--- src/rtl/serdes_rx_deframer.sv ---
// Hunts the three-word sync sequence, decodes the header and delivers the payload as a framed stream.
// Latency: one registered cycle from an accepted word to its outputs. No backpressure: data is taken whenever I_data_ena is high.
module serdes_rx_deframer #(
    parameter logic [15:0] P_SYNC_W0 = 16'hbaf1,
    parameter logic [15:0] P_SYNC_W1 = 16'hff84,
    parameter logic [15:0] P_SYNC_W2 = 16'h69aa,
    parameter int          P_GAP_MAX = 16
) (
    input  logic        I_serdes_rx_clk,
    input  logic        I_rst,
    input  logic [15:0] I_user_data,
    input  logic        I_data_ena,
    output logic [15:0] O_frame_data,
    output logic        O_frame_ena,
    output logic        O_frame_sop,
    output logic        O_frame_eop,
    output logic [5:0]  O_frame_type,
    output logic [9:0]  O_frame_len,
    output logic        O_frame_err,
    output logic [1:0]  O_err_code,
    output logic [15:0] O_frame_cnt,
    output logic [7:0]  O_err_cnt,
    output logic        O_locked
);

    typedef enum logic [2:0] {
        HUNT    = 3'd0,
        SYNC1   = 3'd1,
        SYNC2   = 3'd2,
        HDR     = 3'd3,
        PAYLOAD = 3'd4
    } state_t;

    localparam logic [7:0] GAP_LAST = 8'(P_GAP_MAX - 1);

    state_t     state;
    state_t     state_nxt;
    logic [7:0] gap_cnt;
    logic [9:0] remain;
    logic       first_word;

    logic       hdr_ok;
    logic       hdr_zero;
    logic       word_fwd;
    logic       word_last;
    logic       gap_abort;

    always_ff @(posedge I_serdes_rx_clk or posedge I_rst) begin
        if (I_rst) begin
            state <= HUNT;
        end else begin
            state <= state_nxt;
        end
    end

    always_comb begin
        state_nxt = state;
        hdr_ok    = 1'b0;
        hdr_zero  = 1'b0;
        word_fwd  = 1'b0;
        word_last = 1'b0;
        gap_abort = 1'b0;
        if (I_data_ena) begin
            case (state)
                HUNT: begin
                    if (I_user_data == P_SYNC_W0) state_nxt = SYNC1;
                end
                SYNC1: begin
                    if (I_user_data == P_SYNC_W1)      state_nxt = SYNC2;
                    else if (I_user_data == P_SYNC_W0) state_nxt = SYNC1;
                    else                               state_nxt = HUNT;
                end
                SYNC2: begin
                    if (I_user_data == P_SYNC_W2)      state_nxt = HDR;
                    else if (I_user_data == P_SYNC_W0) state_nxt = SYNC1;
                    else                               state_nxt = HUNT;
                end
                HDR: begin
                    if (I_user_data[9:0] == 10'd0) begin
                        hdr_zero  = 1'b1;
                        state_nxt = HUNT;
                    end else begin
                        hdr_ok    = 1'b1;
                        state_nxt = PAYLOAD;
                    end
                end
                PAYLOAD: begin
                    // Payload is never matched against sync words; only the length ends it.
                    word_fwd = 1'b1;
                    if (remain == 10'd1) begin
                        word_last = 1'b1;
                        state_nxt = HUNT;
                    end
                end
                default: state_nxt = HUNT;
            endcase
        end else if (state != HUNT && gap_cnt == GAP_LAST) begin
            gap_abort = 1'b1;
            state_nxt = HUNT;
        end
    end

    always_ff @(posedge I_serdes_rx_clk or posedge I_rst) begin
        if (I_rst) begin
            gap_cnt    <= 8'd0;
            remain     <= 10'd0;
            first_word <= 1'b0;
        end else begin
            if (I_data_ena || state_nxt == HUNT) begin
                gap_cnt <= 8'd0;
            end else if (state != HUNT) begin
                gap_cnt <= gap_cnt + 8'd1;
            end
            if (hdr_ok) begin
                remain     <= I_user_data[9:0];
                first_word <= 1'b1;
            end else if (word_fwd) begin
                remain     <= remain - 10'd1;
                first_word <= 1'b0;
            end
        end
    end

    // Output stage: everything visible one cycle after the word that caused it.
    always_ff @(posedge I_serdes_rx_clk or posedge I_rst) begin
        if (I_rst) begin
            O_frame_data <= 16'd0;
            O_frame_ena  <= 1'b0;
            O_frame_sop  <= 1'b0;
            O_frame_eop  <= 1'b0;
            O_frame_type <= 6'd0;
            O_frame_len  <= 10'd0;
            O_frame_err  <= 1'b0;
            O_err_code   <= 2'b00;
            O_frame_cnt  <= 16'd0;
            O_err_cnt    <= 8'd0;
            O_locked     <= 1'b0;
        end else begin
            O_frame_ena <= word_fwd;
            O_frame_sop <= word_fwd & first_word;
            O_frame_eop <= word_last;
            O_frame_err <= hdr_zero | gap_abort;
            if (word_fwd) O_frame_data <= I_user_data;
            if (hdr_ok) begin
                O_frame_type <= I_user_data[15:10];
                O_frame_len  <= I_user_data[9:0];
            end
            if (hdr_zero)  O_err_code <= 2'b10;
            if (gap_abort) O_err_code <= 2'b01;
            if ((hdr_zero || gap_abort) && O_err_cnt != 8'hff) O_err_cnt <= O_err_cnt + 8'd1;
            if (word_last) O_frame_cnt <= O_frame_cnt + 16'd1;
            if (hdr_ok)                      O_locked <= 1'b1;
            else if (word_last || gap_abort) O_locked <= 1'b0;
        end
    end

endmodule

--- config.mk ---
export PLATFORM = sky130hd
export DESIGN_NAME = serdes_rx_deframer
export DESIGN_NICKNAME = d
export VERILOG_FILES = /design/src/rtl/serdes_rx_deframer.sv
export SDC_FILE = /design/constraint.sdc
export NUM_CORES = 1
export LEC_CHECK = 0
export CAP_MARGIN = 20
export CORE_MARGIN = 2
export CORE_UTILIZATION = 47
export CTS_BUF_LIST = sky130_fd_sc_hd__clkbuf_4
export CTS_CLUSTER_DIAMETER = 150
export DETAILED_ROUTE_END_ITERATION = 10
export PLACE_DENSITY = 0.78
export REMOVE_ABC_BUFFERS = 1
export SKIP_LAST_GASP = 1
export SYNTH_ARGS = -nofsm -noshare
export SYNTH_HDL_FRONTEND = slang
export SYNTH_SLANG_ARGS = --single-unit
--- constraint.sdc ---
create_clock -name I_serdes_rx_clk -period 3 [get_ports I_serdes_rx_clk]
set_input_delay 0.6 -clock I_serdes_rx_clk [delete_from_list [all_inputs] [get_ports I_serdes_rx_clk]]
set_output_delay 0.6 -clock I_serdes_rx_clk [all_outputs]
set_load 0.005 [all_outputs]
==> summary.txt, run 1 <==
outcome = complete, no violations
die area = 8810 um2
Diodes inserted = 0
H-tree depth = 3
routability cong. = 0.902
CTS tree = yes
net switching power = 434 uW
CTS Buf Count = 9
per-cell routed wire length = 15.1 um
power share of the sequential group = 0.565
worst path required time = 3.31 ns
DR pass1 iterations = 4
Rows = 32
Remaining DRCs = 0
#FFs+latches synth = 85
Ys Warns = 0
RSZ-0062 raised after global routing = false
clk buf depth = 2
Via-to-Cell Ratio = 5.38
register area share after synthesis = 0.561
power per cell area = 414 nW/um2
Area growth syn-to-layout = 29.4%
f_max = 391 MHz
Slew HR = 0.598
hold endpoint = gap_cnt[0]$_DFFE_PP0P_
worst skew pair latency = 0.42 ns
switching fraction of total power = 0.214
Worst-Margin Slew = 0.598 ns
CTS Root Cell = clkbuf_4
GRT Overall Usage = 0.212
First DRT Iteration DRCs = 217
WP data arrival = 2.86 ns
Crit Path Max Fanout = 7
initial antenna violation count = 0
Pwr Total = 2.03 mW
Syn Inst Count = 386
multi-input logic area = 1580 um2
Setup violations, final = 0
Starting Density = 0.489
Die X = 93.9 um
number of distinct library cells after synthesis = 42
Post-Syn Area = 3790 um2
Core ar. = 7770 um2
hold path cells = 1
most frequent cells in the layout = nand2_1 (118), dfrtp_1 (85), clkdlybuf4s50_1 (81)
Final Instance Area = 4910 um2
Clock transition at path regs = 0.13 ns
Post-CTS Repair Setup Buffers = 0
DP HPWL = 6190 um
Clk pwr share = 0.398
Hold Fails Final Rpt = 0
Finished Core Util = 0.632
worst hold start = gap_cnt[0]$_DFFE_PP0P_
Hold Buf Count CTS = 0
CTS resizes = 0
Cell Chain, Critical Path = inv_1, ha_1, or4b_1, or4_1, nor3_4, nand4_2, xnor2_1
Setup TNS = 0 ns
first-pass GRT wire length = 14700 um
vias in the first global route = 3034
slowest stage delay, CP = 0.68 ns
Period minus WS final = 2.56 ns
Internal = 1.60 mW
combinational power share = 0.038
final hold slack = 0.478 ns
startpoint types = flop
grt ovf = 0
leakage dissipation = 2.36 nW
CP Capture Type = flop
WL final = 8670 um
reg-to-reg startpoint = remain[1]$_DFFE_PP0P_
worst hold path class = reg -> reg
Storage cell area = 2130 um2
most common cell after layout, fill and taps aside = nand2_1
Worst Skew = 0.0199 ns
Worst R2R End = O_frame_cnt[15]$_DFFE_PP0P_
Fillers = 638
input/output buffers = 81
Max-cap violations = 0
worst vdd ir = 0.218 mV
DRT antenna net count = 0
Slowest-stage cell, CP = or4_1
fin crit share = 0.853
Die Span Y = 93.9 um
largest net degree at the start of global routing = 57
proportion of layout cells with a drive suffix above 1 = 0.0675
Avg Cell Area, Syn = 9.83 um2
Worst Reg2Reg Path Length in Cells = 7
max-slew violation count = 0
# nets final = 494
CTS Sinks = 85
critical path class = reg -> reg
via count = 3098
# IOs = 82
Placed Area = 4730 um2
FF-to-FF setup slack = 0.44 ns
-- Yosys cell counts (all sizes together) --
cell type / count / share of area
ha: 5 / 0.016
clkbuf: 12 / 0.012
o31ai: 1 / 0.0020
o21bai: 1 / 0.0020
nor4: 4 / 0.0066
dfrtp: 85 / 0.56
buf: 2 / 0.0043
nand3: 15 / 0.020
a221o: 3 / 0.0082
a21oi: 4 / 0.0053
and2: 5 / 0.0082
mux2: 3 / 0.0089
or4b: 2 / 0.0053
and4: 1 / 0.0023
inv: 7 / 0.0069
o211ai: 4 / 0.0079
nand2b: 2 / 0.0033
nand2: 118 / 0.12
nand4bb: 1 / 0.0030
nor2: 20 / 0.020
or3: 1 / 0.0016
o211a: 1 / 0.0026
or4: 7 / 0.014
and3b: 1 / 0.0023
nand4: 8 / 0.015
nor3b: 2 / 0.0040
o311a: 1 / 0.0030
nor3: 11 / 0.020
xor2: 2 / 0.0046
o21ba: 1 / 0.0026
xnor2: 25 / 0.058
o21ai: 13 / 0.018
and3: 10 / 0.016
nand4b: 2 / 0.0046
o311ai: 1 / 0.0023
a22o: 5 / 0.012
-- per-stage QoR --
| stage | instances | worst slack, ns |
|---|---|---|
| 5_1_grt | 576 | 0.311 |
| 6_report | 576 | 0.441 |
| 3_5_place_dp | 561 | 0.159 |
| 4_1_cts | 576 | 0.424 |
| 3_3_place_gp | 561 | 0.262 |
| 2_1_floorplan | 372 | 0.207 |
-- routing by layer --
metal	vias to the layer above	GRT usage	part of all wire
li1	1478	-	-
met1	1504	0.286	0.45
met2	105	0.323	0.46
met3	11	0.0642	0.079
met4	0	0.0785	0.015
met5	-	0	0
-- critical path, delay by kind of cell (launching register included) --
family	cells	cell delay [ns]
xor+xnor	1	0.13
fa+ha+maj	1	0.13
simple gates	4	1.67
buf+inv	1	0.09
flops	1	0.43
-- final cells by class --
| type | instances | area share |
|---|---|---|
| clock buffer | 9 | 0.0138 |
| clock inverter | 6 | 0.0227 |
| inverter | 7 | 0.00561 |
| multi-input combinational | 280 | 0.322 |
| sequential | 85 | 0.433 |
| tap | 102 | 0.0260 |
| timing repair buffer | 87 | 0.177 |
-- kinds of logic after synthesis --
family	Yosys count	share of synthesized area
AO/OA/AOI/OAI	35	0.0656
XOR/XNOR	27	0.0623
adder cells (fa/ha/maj)	5	0.0165
buffers and inverters	21	0.0231
flip-flops	85	0.561
multiplexers	3	0.00890
AND/OR/NAND/NOR	210	0.263
-- state kept, by name, summed over array words and instances, names as in the netlist --
| register | cells |
|---|---|
| O_err_code | 2 |
| O_frame_type | 6 |
| first_word | 1 |
| O_locked | 1 |
| state | 3 |
| O_frame_cnt | 16 |
| remain | 10 |
| O_frame_sop | 1 |
| O_frame_err | 1 |
| O_frame_len | 10 |
| O_frame_ena | 1 |
| O_err_cnt | 8 |
| O_frame_data | 16 |
| gap_cnt | 8 |
| O_frame_eop | 1 |
-- power by group through the flow --
stage	clock (mW)	sequential, mW	combinational (mW)
6_report	0.807	1.15	0.0767
5_1_grt	0.885	1.15	0.0851
4_1_cts	0.820	1.15	0.0782
3_5_place_dp	0	1.17	0.0785
3_3_place_gp	0	1.17	0.0767
2_1_floorplan	0	1.17	0.0238
-- worst max-delay path by stage --
stage	startpoint	endpoint	slack, ns
final	remain[1]$_DFFE_PP0P_	O_frame_cnt[15]$_DFFE_PP0P_	0.44
after global routing	remain[1]$_DFFE_PP0P_	O_frame_cnt[11]$_DFFE_PP0P_	0.31
after CTS	remain[1]$_DFFE_PP0P_	O_frame_cnt[15]$_DFFE_PP0P_	0.42
after detailed placement	I_user_data[0]	O_err_cnt[1]$_DFFE_PP0P_	0.16
after global placement	I_user_data[0]	O_err_cnt[1]$_DFFE_PP0P_	0.26
after floorplan	I_rst	O_err_cnt[0]$_DFFE_PP0P_	0.21
(Power assumes the default switching activity.)
==> inputs of run 2 (changes only) <==
CORE_ASPECT_RATIO = 2   (was default)
CTS_CLUSTER_DIAMETER = 100   (was 150)
==> run 2 against run 1 <==
Core utilization fell by 1.9 points. Worst hold slack got worse by 0.0041 ns. Fmax fell by 1.2%. Die area rose by 0.50%. Clock skew fell by 0.0072 ns. Critical endpoint unchanged. Largest cell class unchanged. Largest power group unchanged. Highest routed layer unchanged.
==> summary.txt, run 2 (synthesis results as in run 1) <==
crit path from = remain[1]$_DFFE_PP0P_
worst skew pair latency = 0.43 ns (about the same)
Hold Fails Final Rpt = 0 (unchanged)
Setup violations, final = 0 (unchanged)
Worst-Margin Slew = 0.612 ns (+0.0142 ns)
Fillers = 678 (+6.3%)
Placed Cells = 556 (-0.89%)
H-tree depth = 3 (unchanged)
most frequent cells in the layout = nand2_1 (118), dfrtp_1 (85), clkdlybuf4s50_1 (81)
CTS resizes = 0 (unchanged)
Post-CTS Repair Setup Buffers = 0 (unchanged)
worst hold path class = reg -> reg
Clk pwr share = 0.311 (-0.087)
Finished Core Util = 0.613 (-0.0186)
CP Capture Type = flop
Rows = 46 (+44%)
DRT antenna net count = 0 (unchanged)
net switching power = 408 uW (-6.0%)
Final Instance Area = 4840 um2 (-1.5%)
Setup TNS = 0 ns (unchanged)
startpoint types = flop
Pwr Total = 1.77 mW (-13%)
WP buf/inv = 1 (unchanged)
Slew HR = 0.588 (-0.00958)
First DRT Iteration DRCs = 164 (-24%)
combinational power share = 0.043 (+0.005)
clk buf depth = 2 (unchanged)
# IOs = 82 (unchanged)
RSZ-0062 raised after global routing = false
fin crit share = 0.864 (+0.0106)
Worst R2R End = O_frame_cnt[15]$_DFFE_PP0P_
reg-to-reg startpoint = remain[1]$_DFFE_PP0P_
Hold Buf Count CTS = 0 (unchanged)
Cell Chain, Critical Path = inv_1, ha_1, or4b_1, or4_1, nor3_4, nand4_2, xnor2_1
f_max = 386 MHz (-1.2%)
critical path class = reg -> reg
per-cell routed wire length = 15.7 um (+4.3%)
Via-to-Cell Ratio = 5.50 (+2.2%)
switching fraction of total power = 0.230 (+0.0162)
proportion of layout cells with a drive suffix above 1 = 0.0695 (+0.00196)
Max-cap violations = 0 (unchanged)
via count = 3144 (+1.5%)
slowest stage delay, CP = 0.68 ns (about the same)
WL final = 8990 um (+3.6%)
CTS Sinks = 85 (unchanged)
most common cell after layout, fill and taps aside = nand2_1
Die X = 67.5 um (-28%)
largest net degree at the start of global routing = 55 (-3.5%)
largest registers = O_frame_cnt (16), O_frame_data (16)
Period minus WS final = 2.59 ns (+0.0317 ns)
Internal = 1.37 mW (-14%)
CTS Root Cell = clkbuf_4
grt ovf = 0 (unchanged)
Crit Path Max Fanout = 7 (unchanged)
die area = 8850 um2 (+0.50%)
Core ar. = 7890 um2 (+1.5%)
Critical Path End = O_frame_cnt[15]$_DFFE_PP0P_
input/output buffers = 81 (unchanged)
vias in the first global route = 3274 (+7.9%)
Slowest-stage cell, CP = or4_1
GRT Overall Usage = 0.224 (+0.0121)
CTS tree = yes
initial antenna violation count = 1 (+1)
max-slew violation count = 0 (unchanged)
final hold slack = 0.474 ns (-0.00410 ns)
DP HPWL = 6670 um (+7.6%)
worst path required time = 3.32 ns (about the same)
Setup WS post-layout = 0.409 ns (-0.0317 ns)
Clock transition at path regs = 0.12 ns (about the same)
power per cell area = 367 nW/um2 (-11%)
DR pass1 iterations = 4 (unchanged)
# nets final = 495 (+0.20%)
power share of the sequential group = 0.646 (+0.081)
Placed Area = 4730 um2 (unchanged)
outcome = complete, no violations
Final Non-Filler Cells = 572 (-0.69%)
Worst Reg2Reg Path Length in Cells = 7 (unchanged)
Levels on crit path = 7 (unchanged)
Remaining DRCs = 0 (unchanged)
routability cong. = 0.856 (-5.0%)
Starting Density = 0.481 (-0.00729)
worst vdd ir = 0.268 mV (+23%)
Area growth syn-to-layout = 27.5%
Worst Skew = 0.0127 ns (-0.00724 ns)
Die Span Y = 131 um (+40%)
WP data arrival = 2.91 ns (+0.05 ns)
Top Family by Delay on Critical Path = simple AND/OR/NAND/NOR gates
FF-to-FF setup slack = 0.41 ns (-0.03 ns)
Post-Place Worst Slack = 0.222 ns (+0.0629 ns)
CTS Buf Count = 9 (unchanged)
leakage dissipation = 2.33 nW (-1.1%)
first-pass GRT wire length = 15000 um (+2.3%)
==> run 2: worst min path at each step <==
| stage | slack (ns) | end | startpoint | depth (start not counted) |
|---|---|---|---|---|
| after global routing | 0.49 | gap_cnt[0]$_DFFE_PP0P_ | gap_cnt[0]$_DFFE_PP0P_ | 1 |
| after floorplan | 0.43 | gap_cnt[0]$_DFFE_PP0P_ | gap_cnt[0]$_DFFE_PP0P_ | 1 |
| after detailed placement | 0.46 | gap_cnt[0]$_DFFE_PP0P_ | gap_cnt[0]$_DFFE_PP0P_ | 1 |
| final | 0.47 | gap_cnt[0]$_DFFE_PP0P_ | gap_cnt[0]$_DFFE_PP0P_ | 1 |
| after global placement | 0.45 | gap_cnt[0]$_DFFE_PP0P_ | gap_cnt[0]$_DFFE_PP0P_ | 1 |
| after CTS | 0.47 | gap_cnt[0]$_DFFE_PP0P_ | gap_cnt[0]$_DFFE_PP0P_ | 1 |
==> run 2: power by group through the flow <==
stage / sequential (mW) / clock [mW] / combinational, mW
after floorplan: 1.17 / 0 / 0.0238
after global placement: 1.17 / 0 / 0.0767
after detailed placement: 1.17 / 0 / 0.0776
after CTS: 1.15 / 0.568 / 0.0775
after global routing: 1.15 / 0.602 / 0.0843
final: 1.15 / 0.552 / 0.0758
==> run 2: area by class of cell <==
class	count	area, um2	area share
flip-flops and latches	85	2130	0.440
diodes	1	2.50	0.000517
well taps	96	120	0.0248
multi-input cells	280	1580	0.327
repair buffers	88	876	0.181
clock buffers	12	90.1	0.0186
inverters	7	27.5	0.00569
clock inverters	3	13.8	0.00285
==> run 2: layer usage <==
metal  vias up  wire length, um  track usage  part of all wire
li1       1481                -            -                 -
met5         -                0            0                 0
met3        26              372       0.0325             0.041
met2        90             4880        0.387              0.54
met1      1547             3410        0.252              0.38
met4         0              320        0.138             0.036
